## config.mk

```make
export PLATFORM = sky130hd
export DESIGN_NAME = trap_ctrl_flat
export DESIGN_NICKNAME = d
export VERILOG_FILES = /design/src/rtl/trap_ctrl_pkg.sv /design/src/rtl/trap_ctrl_if.sv /design/src/rtl/trap_ctrl_int_prio.sv /design/src/rtl/trap_ctrl.sv /design/src/flat_wrapper.sv
export SDC_FILE = /design/constraint.sdc
export NUM_CORES = 1
export LEC_CHECK = 0
export BUFFER_PORTS_ARGS = -buffer_cell sky130_fd_sc_hd__buf_2
export CORE_AREA = 2 2 182 184
export CTS_BUF_LIST = sky130_fd_sc_hd__clkbuf_16
export DETAILED_ROUTE_END_ITERATION = 10
export DIE_AREA = 0 0 184 186
export SLEW_MARGIN = 20
export SYNTH_ARGS = -nofsm -noshare
export SYNTH_HDL_FRONTEND = slang
export SYNTH_SLANG_ARGS = --single-unit
```

## constraint.sdc

```tcl
create_clock -name clk -period 3.1 [get_ports clk]
set_input_delay 0.465 -clock clk [delete_from_list [all_inputs] [get_ports clk]]
set_output_delay 0.465 -clock clk [all_outputs]
set_load 0.01 [all_outputs]
```

## src/rtl/trap_ctrl_pkg.sv

```systemverilog
// Shared trap/CSR definitions: cause codes, interrupt codes, CSR update kinds,
// privilege levels and the trap controller state encoding.
package trap_ctrl_pkg;

    localparam logic [1:0] PRIV_U = 2'd0;
    localparam logic [1:0] PRIV_S = 2'd1;
    localparam logic [1:0] PRIV_M = 2'd3;

    localparam logic [4:0] EXC_INSN_MISALIGN = 5'd0;
    localparam logic [4:0] EXC_ILLEGAL_INSN  = 5'd2;
    localparam logic [4:0] EXC_BREAKPOINT    = 5'd3;
    localparam logic [4:0] EXC_ECALL_U       = 5'd8;
    localparam logic [4:0] EXC_ECALL_S       = 5'd9;
    localparam logic [4:0] EXC_ECALL_M       = 5'd11;

    typedef enum logic [4:0] {
        IRQ_SSI = 5'd1,
        IRQ_MSI = 5'd3,
        IRQ_STI = 5'd5,
        IRQ_MTI = 5'd7,
        IRQ_SEI = 5'd9,
        IRQ_MEI = 5'd11
    } irq_code_e;

    typedef enum logic [1:0] {
        KIND_TRAP_M = 2'd0,
        KIND_TRAP_S = 2'd1,
        KIND_MRET   = 2'd2,
        KIND_SRET   = 2'd3
    } csr_kind_e;

    typedef enum logic {
        ST_IDLE  = 1'b0,
        ST_REDIR = 1'b1
    } trap_state_e;

endpackage

```

## src/rtl/trap_ctrl_if.sv

```systemverilog
// Fetch redirect handshake between the trap controller (master) and fetch (slave).
// Signals: redir_valid, redir_pc (master->slave), redir_ready (slave->master).
interface trap_ctrl_if #(
    parameter int XLEN = 32
);
    logic            redir_valid;
    logic [XLEN-1:0] redir_pc;
    logic            redir_ready;

    modport master (
        output redir_valid,
        output redir_pc,
        input  redir_ready
    );

    modport slave (
        input  redir_valid,
        input  redir_pc,
        output redir_ready
    );
endinterface

```

## src/rtl/trap_ctrl_int_prio.sv

```systemverilog
// trap_int_prio: combinational interrupt selection with delegation and enables.
// In: mip/mie/mideleg, cur_mode, mstatus_mie/sie. Out: valid, code, to-S target.
module trap_int_prio
    import trap_ctrl_pkg::*;
#(
    parameter int XLEN = 32
) (
    input  logic [XLEN-1:0] i_mip,
    input  logic [XLEN-1:0] i_mie,
    input  logic [XLEN-1:0] i_mideleg,
    input  logic [1:0]      i_cur_mode,
    input  logic            i_mstatus_mie,
    input  logic            i_mstatus_sie,
    output logic            o_valid,
    output logic [4:0]      o_code,
    output logic            o_to_s
);
    logic [XLEN-1:0] w_pend;
    logic [XLEN-1:0] w_m_set;
    logic [XLEN-1:0] w_s_set;
    logic            w_m_en;
    logic            w_s_en;
    logic            w_m_hit;
    logic            w_s_hit;
    logic [4:0]      w_m_code;
    logic [4:0]      w_s_code;

    // Fixed architectural order, highest first.
    function automatic logic [5:0] pick(input logic [XLEN-1:0] s);
        if (s[11])     return {1'b1, IRQ_MEI};
        else if (s[3]) return {1'b1, IRQ_MSI};
        else if (s[7]) return {1'b1, IRQ_MTI};
        else if (s[9]) return {1'b1, IRQ_SEI};
        else if (s[1]) return {1'b1, IRQ_SSI};
        else if (s[5]) return {1'b1, IRQ_STI};
        else           return 6'd0;
    endfunction

    assign w_pend  = i_mip & i_mie;
    assign w_m_set = w_pend & ~i_mideleg;
    assign w_s_set = w_pend & i_mideleg;
    assign w_m_en  = (i_cur_mode != PRIV_M) || i_mstatus_mie;
    assign w_s_en  = (i_cur_mode == PRIV_U) ||
                     ((i_cur_mode == PRIV_S) && i_mstatus_sie);

    assign {w_m_hit, w_m_code} = w_m_en ? pick(w_m_set) : 6'd0;
    assign {w_s_hit, w_s_code} = w_s_en ? pick(w_s_set) : 6'd0;

    // Any enabled M-targeted interrupt beats every S-targeted one.
    assign o_valid = w_m_hit || w_s_hit;
    assign o_code  = w_m_hit ? w_m_code : w_s_code;
    assign o_to_s  = !w_m_hit && w_s_hit;
endmodule

```

## src/rtl/trap_ctrl.sv

```systemverilog
// trap_ctrl: turns commit exceptions, interrupts and xRET into CSR updates and a
// fetch redirect; stalls commit until fetch accepts. Optional macro: TRAP_VECTORED_EN.
module trap_ctrl
    import trap_ctrl_pkg::*;
#(
    parameter int XLEN              = 32,
    parameter bit PRIO_INT_OVER_EXC = 1'b1
) (
    input  logic            clk,
    input  logic            rst_n,
    input  logic            cmt_valid,
    input  logic [XLEN-1:0] cmt_pc,
    input  logic            cmt_exc,
    input  logic [4:0]      cmt_ecode,
    input  logic [XLEN-1:0] cmt_tval,
    input  logic            cmt_mret,
    input  logic            cmt_sret,
    input  logic [1:0]      cur_mode,
    input  logic            mstatus_mie,
    input  logic            mstatus_sie,
    input  logic [XLEN-1:0] mip,
    input  logic [XLEN-1:0] mie,
    input  logic [XLEN-1:0] medeleg,
    input  logic [XLEN-1:0] mideleg,
    input  logic [XLEN-1:0] mtvec,
    input  logic [XLEN-1:0] stvec,
    input  logic [XLEN-1:0] mepc,
    input  logic [XLEN-1:0] sepc,
    output logic            cmt_stall,
    output logic            csr_we,
    output logic [1:0]      csr_kind,
    output logic [XLEN-1:0] csr_cause,
    output logic [XLEN-1:0] csr_epc,
    output logic [XLEN-1:0] csr_tval,
    trap_ctrl_if.master     fetch
);
    if (XLEN != 32 && XLEN != 64) begin : g_bad_xlen
        $error("trap_ctrl: XLEN must be 32 or 64");
    end

    trap_state_e     r_state;
    trap_state_e     w_next;
    logic [XLEN-1:0] r_redir_pc;

    logic            w_irq_valid;
    logic [4:0]      w_irq_code;
    logic            w_irq_to_s;
    logic            w_ret_both;
    logic            w_exc_any;
    logic [4:0]      w_exc_code;
    logic [XLEN-1:0] w_exc_tval;
    logic            w_exc_to_s;
    logic            w_int_win;
    logic            w_ret;
    logic            w_to_s;
    logic            w_accept;
    logic [XLEN-1:0] w_tvec;
    logic [XLEN-1:0] w_base;
    logic [XLEN-1:0] w_trap_pc;
    logic [XLEN-1:0] w_target;
    logic [XLEN-1:0] w_int_cause;

    trap_int_prio #(.XLEN(XLEN)) u_prio (
        .i_mip         (mip),
        .i_mie         (mie),
        .i_mideleg     (mideleg),
        .i_cur_mode    (cur_mode),
        .i_mstatus_mie (mstatus_mie),
        .i_mstatus_sie (mstatus_sie),
        .o_valid       (w_irq_valid),
        .o_code        (w_irq_code),
        .o_to_s        (w_irq_to_s)
    );

    // MRET and SRET together is an illegal encoding, raised as a trap.
    assign w_ret_both = cmt_mret && cmt_sret;
    assign w_exc_any  = cmt_exc || w_ret_both;
    assign w_exc_code = cmt_exc ? cmt_ecode : EXC_ILLEGAL_INSN;
    assign w_exc_tval = cmt_exc ? cmt_tval : '0;
    assign w_exc_to_s = medeleg[w_exc_code] && (cur_mode != PRIV_M);

    assign w_int_win = w_irq_valid && (!w_exc_any || PRIO_INT_OVER_EXC);
    assign w_ret     = (cmt_mret ^ cmt_sret) && !w_exc_any && !w_irq_valid;
    assign w_to_s    = w_int_win ? w_irq_to_s : w_exc_to_s;
    assign w_accept  = rst_n && (r_state == ST_IDLE) && cmt_valid &&
                       (w_irq_valid || w_exc_any || w_ret);

    assign w_tvec = w_to_s ? stvec : mtvec;
    assign w_base = {w_tvec[XLEN-1:2], 2'b00};

    always_comb begin
        w_int_cause         = '0;
        w_int_cause[XLEN-1] = 1'b1;
        w_int_cause[4:0]    = w_irq_code;
    end

`ifdef TRAP_VECTORED_EN
    // Vectored mode only offsets interrupts; the add wraps at XLEN.
    assign w_trap_pc = (w_int_win && (w_tvec[1:0] == 2'b01)) ?
                       w_base + (XLEN'(w_irq_code) << 2) : w_base;
`else
    assign w_trap_pc = w_base;
`endif

    assign w_target = !w_ret  ? w_trap_pc :
                      cmt_mret ? mepc : sepc;

    always_ff @(posedge clk) begin
        if (!rst_n) begin
            r_state    <= ST_IDLE;
            r_redir_pc <= '0;
        end else begin
            r_state <= w_next;
            if (w_accept) r_redir_pc <= w_target;
        end
    end

    always_comb begin
        w_next            = r_state;
        cmt_stall         = 1'b0;
        csr_we            = 1'b0;
        csr_kind          = KIND_TRAP_M;
        csr_cause         = '0;
        csr_epc           = '0;
        csr_tval          = '0;
        fetch.redir_valid = 1'b0;
        unique case (r_state)
            ST_IDLE: begin
                if (w_accept) begin
                    csr_we    = 1'b1;
                    cmt_stall = 1'b1;
                    w_next    = ST_REDIR;
                    if (w_ret) begin
                        csr_kind = cmt_mret ? KIND_MRET : KIND_SRET;
                    end else begin
                        csr_kind  = w_to_s ? KIND_TRAP_S : KIND_TRAP_M;
                        csr_epc   = cmt_pc;
                        csr_cause = w_int_win ? w_int_cause
                                              : XLEN'(w_exc_code);
                        csr_tval  = w_int_win ? '0 : w_exc_tval;
                    end
                end
            end
            ST_REDIR: begin
                fetch.redir_valid = 1'b1;
                cmt_stall         = 1'b1;
                if (fetch.redir_ready) w_next = ST_IDLE;
            end
            default: w_next = ST_IDLE;
        endcase
    end

    assign fetch.redir_pc = r_redir_pc;
endmodule

```

## src/flat_wrapper.sv

```systemverilog
// flat-port wrapper written by rule: the top's interface ports become plain ports
module trap_ctrl_flat import trap_ctrl_pkg::*;
#(
    parameter int XLEN              = 32,
    parameter bit PRIO_INT_OVER_EXC = 1'b1
)
  (clk, rst_n, cmt_valid, cmt_pc, cmt_exc, cmt_ecode, cmt_tval, cmt_mret, cmt_sret, cur_mode, mstatus_mie, mstatus_sie, mip, mie, medeleg, mideleg, mtvec, stvec, mepc, sepc, cmt_stall, csr_we, csr_kind, csr_cause, csr_epc, csr_tval, fetch_redir_valid, fetch_redir_pc, fetch_redir_ready);
  trap_ctrl_if #(.XLEN(XLEN)) fetch_i ();
  input  logic clk;
  input  logic rst_n;
  input  logic cmt_valid;
  input  logic [XLEN-1:0] cmt_pc;
  input  logic cmt_exc;
  input  logic [4:0] cmt_ecode;
  input  logic [XLEN-1:0] cmt_tval;
  input  logic cmt_mret;
  input  logic cmt_sret;
  input  logic [1:0] cur_mode;
  input  logic mstatus_mie;
  input  logic mstatus_sie;
  input  logic [XLEN-1:0] mip;
  input  logic [XLEN-1:0] mie;
  input  logic [XLEN-1:0] medeleg;
  input  logic [XLEN-1:0] mideleg;
  input  logic [XLEN-1:0] mtvec;
  input  logic [XLEN-1:0] stvec;
  input  logic [XLEN-1:0] mepc;
  input  logic [XLEN-1:0] sepc;
  output logic cmt_stall;
  output logic csr_we;
  output logic [1:0] csr_kind;
  output logic [XLEN-1:0] csr_cause;
  output logic [XLEN-1:0] csr_epc;
  output logic [XLEN-1:0] csr_tval;
  output wire logic [$bits(fetch_i.redir_valid)-1:0] fetch_redir_valid;
  output wire logic [$bits(fetch_i.redir_pc)-1:0] fetch_redir_pc;
  input wire logic [$bits(fetch_i.redir_ready)-1:0] fetch_redir_ready;
  assign fetch_redir_valid = fetch_i.redir_valid;
  assign fetch_redir_pc = fetch_i.redir_pc;
  assign fetch_i.redir_ready = fetch_redir_ready;
  trap_ctrl #(.XLEN(XLEN), .PRIO_INT_OVER_EXC(PRIO_INT_OVER_EXC)) u_core (.clk(clk), .rst_n(rst_n), .cmt_valid(cmt_valid), .cmt_pc(cmt_pc), .cmt_exc(cmt_exc), .cmt_ecode(cmt_ecode), .cmt_tval(cmt_tval), .cmt_mret(cmt_mret), .cmt_sret(cmt_sret), .cur_mode(cur_mode), .mstatus_mie(mstatus_mie), .mstatus_sie(mstatus_sie), .mip(mip), .mie(mie), .medeleg(medeleg), .mideleg(mideleg), .mtvec(mtvec), .stvec(stvec), .mepc(mepc), .sepc(sepc), .cmt_stall(cmt_stall), .csr_we(csr_we), .csr_kind(csr_kind), .csr_cause(csr_cause), .csr_epc(csr_epc), .csr_tval(csr_tval), .fetch(fetch_i));
endmodule
```

### Word-level counts from Yosys, hierarchy flattened

Cells that the tools add are included.

* bits in registers: 33
* output and inout port bits: 133
* input port bits: 336
* word-level logic and storage cells: 75

* order comparisons: 1
* reductions and logical operators: 19
* muxes and demuxes: 45
* bitwise gates (word level): 6
* equality and inequality tests: 2

Operators by type and width (count)
* $mux W32: 15
* $mux W6: 14
* $and A12 B12 Y12: 3
* $not A12 Y12: 1
* $mux W5: 2
* $logic_and A1 B1 Y1: 9
* $mux W1: 8
* $logic_or A1 B1 Y1: 6
* $lt A5 B6 Y1 const B: 1
* $mux W2: 3
* $bmux W1 S5: 1
* $pmux W1 S2: 2
* $logic_not A1 Y1: 3
* $eq A2 B1 Y1 const B: 1
* $logic_not A2 Y1: 1
* $ne A2 B2 Y1 const B: 1
* $not A1 Y1: 1
* $xor A1 B1 Y1: 1

### Longest topological paths before layout

* depth in word-level cells: 16
* depth in mapped cells: 10

### By module

A second synthesis with hierarchy kept.

* cells, all modules: 478
* area total of the unflattened synthesis: 3534.6 um^2

Modules (own cells, without submodules)
* trap_ctrl: cells an instance 438, seq. area each 660.6 um^2, times used 1, area each 3268.1 um^2
* trap_int_prio: cells an instance 40, seq. area each 0.0 um^2, times used 1, area each 266.5 um^2

### Least setup slack after synthesis

Ideal clock, no wire load.

* kind: input to output
* start: in cmt_ecode[0]
* end: out csr_kind[0]
* slack: 0.577 ns
* required time: 2.635 ns
* stages: 9
* buffers on the path: 3
* arrival: 2.058 ns
* cell sequence: buf_6 > buf_6 > mux2i_1 > o31ai_1 > a311oi_1 > nor4_1 > a211oi_4 > buf_8 > o22ai_1

* cells in the longest elaborated chain, start to end: 9

Ends and longest elaborated chain
* start: declaration: RTL line flat_wrapper.sv:14 `input logic [4:0] cmt_ecode;`
* $mux W5: RTL line trap_ctrl.sv:78 `assign w_exc_code = cmt_exc ? cmt_ecode : EXC_ILLEGAL_INSN;`
* $bmux W1 S5: RTL line trap_ctrl.sv:80 `assign w_exc_to_s = medeleg[w_exc_code] && (cur_mode != PRIV_M);`
* $mux W1 (not written as such): RTL line trap_ctrl.sv:80
* $logic_and A1 B1 Y1: RTL line trap_ctrl.sv:80
* $mux W1: RTL line trap_ctrl.sv:84 `assign w_to_s = w_int_win ? w_irq_to_s : w_exc_to_s;`
* $mux W1: RTL line trap_ctrl.sv:136 `csr_kind = w_to_s ? KIND_TRAP_S : KIND_TRAP_M;`
* $mux W2: RTL line trap_ctrl.sv:133 `if (w_ret) begin`
* $mux W2: RTL line trap_ctrl.sv:129 `if (w_accept) begin`
* $mux W2: RTL line trap_ctrl.sv:127 `unique case (r_state)`
* end: declaration: RTL line flat_wrapper.sv:31 `output logic [1:0] csr_kind;`

No other way between the ends. The select of a mux whose other input is x is not followed.

### Worst setup path after layout

* start: in cmt_exc
* end: out csr_kind[0]

* cells in the longest elaborated chain, start to end: 9
* elaborated cells on any way between the ends: 16

Ends and longest elaborated chain
* start: declaration: RTL line flat_wrapper.sv:13 `input logic cmt_exc;`
* $mux W5: RTL line trap_ctrl.sv:78
* $bmux W1 S5: RTL line trap_ctrl.sv:80
* $mux W1 (not written as such): RTL line trap_ctrl.sv:80
* $logic_and A1 B1 Y1: RTL line trap_ctrl.sv:80
* $mux W1: RTL line trap_ctrl.sv:84
* $mux W1: RTL line trap_ctrl.sv:136
* $mux W2: RTL line trap_ctrl.sv:133
* $mux W2 *: RTL line trap_ctrl.sv:129
* $mux W2 *: RTL line trap_ctrl.sv:127

Mark *: on every way between the ends. The rest lies on a longest branch, timed or not. The select of a mux whose other input is x is not followed.

==> impl_metrics.yaml <==
routing:
  route.detailed.drc: 0
  dr.pass1.iters: 4
  vias: 4420
  routed_wirelength_um: 17600
  avgViaCountPerCell: 3.80
  first_iter_violations: 89
  drtAntennaViolNets: 0
  wire_per_inst_um: 15.1
cts:
  cts_tree: "yes"
  cts_htree_levels: 2
  cts_resized: 0
  clk-insertion-delay-late_ps: 300
  cts_setup_buffers: 0
  clk_pin_slew_worst_paths_ps: 70
  cts.sinks: 33
  hold_buffers: 0
  cts_buffers: 5
  cts_max_path_buffers: 2
  cts_root_buffer: "clkbuf_16"
sta:
  slew_violations: 0
  worst_pin_slew_ps: 567
  layout_min_cycle_time_ps: 2950
  tns_ps: 0
  max_slew_margin_pct: 62.2
  rsz0062_at_grt: "no"
  maxClockFrequency_mhz: 339
  hold_viol_final: 0
  fin_skew_ps: 11.1
  setup_viol: 0
  finalCritPeriodShare_pct: 95.2
setup_path:
  cp.required_ps: 2630
  max_stage_delay_ps: 410
  rr_startpoint: "u_core.r_state$_SDFF_PN0_"
  path_common_cell: "buf_2"
  setup.worst_path.start_class: "input pin"
  path_class: "in2out"
  path_cells: "buf_2 > nand2_1 > a211o_1 > a311oi_1 > nor4_1 > buf_4 > a211oi_4 > o22ai_1 > buf_2"
  cp_max_fo: 12
  critPathSlowestCell: "a311oi_1"
  setup.worst_path.start: "cmt_exc"
  critical_path_arrival_ps: 2490
  reg2reg_to: "u_core.fetch.redir_pc[15]$_SDFFE_PN0P_"
  r2r_slack_ps: 1190
  crit_path_end_kind: "output port"
  ff2ff_path_depth: 5
synth:
  synth_area_mm2: 0.00330
  synth_edf_count: 0
  ys.flop_type: "dfxtp_1"
  async_flop_share_pct: 0
  ys.warnings.count: 0
  synthCells: 398
  yosysSeqAreaShare_pct: 20.0
  ys_types: 48
  synth_seq_cells: 33
  synth_area_per_cell_um2: 8.30
floorplanning:
  die_h_um: 186
  die_w_um: 184
  start_util_pct: 10.3
  core_mm2: 0.0322
  dieArea_mm2: 0.0342
  num_rows: 66
  io_pins: 469
grt:
  grt_pass1_wl_um: 23400
  grt-ovfl-total: 0
  grt_use_met3_pct: 2.54
  grt_pass1_vias: 4222
  grt_antenna_before_repair: 2
  met2_usage_pct: 17.8
  grt.busiest_layer: "met2"
  grtUsageMet1_pct: 8.99
  grt_usage_pct: 9.56
  grt_max_degree: 51
cells_and_area:
  syn_to_final_growth_pct: 71.8
  layout-drive-gt1-share_pct: 56.9
  regArea_um2: 661
  fin_area_mm2: 0.00568
  nets: 1088
  fillCellCount: 3676
  final_core_util_pct: 17.6
  multi_input_area_mm2: 0.00236
placed_design:
  place_congestion: 0.951
  hpwl_um: 14600
  placed_area_mm2: 0.00553
  io_buffers: 360
hold_path:
  hold_start: "stvec[30]"
  min_delay_path_depth: 3
  hold_class: "in2reg"
  hold_end: "u_core.fetch.redir_pc[30]$_SDFFE_PN0P_"
power_and_ir_drop:
  p_per_area_mw_per_mm2: 301
  irDropWorstVdd_mv: 0.169
  p_leak_uw: 0.00306
status:
  status: "complete, no violations"
job:
  maxCapViolCount: 0
==> cells by family (layout without fill, tap and decap cells) <==
group / count (synthesis) / after routing / synth area share [%]
buffers and inverters: 65 / 394 / 12.2
and+or+nand+nor: 123 / 123 / 21.5
other: 1 / 28 / 0.113
adders and majority gates: 1 / 1 / 0.379
muxes: 75 / 75 / 23.9
DFF: 33 / 33 / 20.0
AOI/OAI and AO/OA: 100 / 100 / 22.0
==> worst max-delay path: cells and delay by family <==
kind                   cells  cell delay [ps]
buffers and inverters      3              580
AOI/OAI and AO/OA          4             1130
and+or+nand+nor            2              290
==> report_power, final <==
group | internal, uW | switching (uW)
clock | 297 | 256
combinational | 336 | 349
sequential | 457 | 16.7
total | 1090 | 622
==> layout by cell type, fill, tap and decap left out, types with 3 or more instances in the layout <==
master	count
buf_2	360
and2_1	66
mux2i_1	45
a21oi_1	35
dfxtp_1	33
mux2_2	30
o221ai_1	30
conb_1	26
buf_4	19
nand2_1	14
nand3_1	10
nor2_1	7
inv_1	5
nand3b_1	5
clkbuf_16	5
nor2b_1	4
a311oi_1	4
and3_1	4
o22ai_1	4
o31ai_1	3
o21bai_1	3
o21ai_0	3
or2_2	3
==> Yosys cell counts (all sizes together) (5+ instances only) <==
master  count  area [um^2]
clkbuf     23         87.6
a21oi      36          184
nand3b      5         37.5
buf        37          295
dfxtp      33          661
mux2i      45          450
and2       67          419
nand2      14         52.6
o221ai     30          263
nand3      11         55.1
nor2        8         30.0
inv         5         18.8
mux2       30          338
==> flip-flops by register name, summed over array words and instances, names as in the netlist <==
register               flops
u_core.fetch.redir_pc     32
u_core.r_state             1
==> final cells by class <==
type                            count  share of cell area (%)
Clock buffer                        5                    2.20
Inverter                            5                   0.331
Sequential cell                    33                    11.6
Multi-Input combinational cell    325                    41.5
Clock inverter                      3                   0.309
Timing Repair Buffer              381                    34.9
Antenna cell                        2                  0.0881
Tap cell                          408                    8.99
==> how the worst max path moves through the flow <==
stage / end / slack (ps) / cells after the start
final: csr_kind[0] / 150 / 9
after floorplan: csr_kind[0] / 580 / 9
after CTS: csr_kind[0] / 130 / 9
after detailed placement: u_core.fetch.redir_pc[16]$_SDFFE_PN0P_ / 130 / 11
after global routing: csr_kind[0] / 20 / 9
after global placement: u_core.fetch.redir_pc[16]$_SDFFE_PN0P_ / 160 / 11
==> metrics by stage <==
step | hold slack [ps] | std cells | setup WS (ps) | total power (uW)
finish | 452 | 1162 | 149 | 1710
global route | 441 | 1162 | 16.6 | 1840
CTS | 426 | 1160 | 126 | 1780
detailed placement | 569 | 1152 | 133 | 1180
global placement | 563 | 1152 | 163 | 1170
floorplan | 592 | 423 | 577 | 862
==> metal layers <==
layer,wire length [um],part of all wire (%)
met1,6140,35
met3,1590,9.1
met5,0,0
met4,1120,6.4
met2,8690,50
No activity file was read; power rests on OpenSTA's default activity.
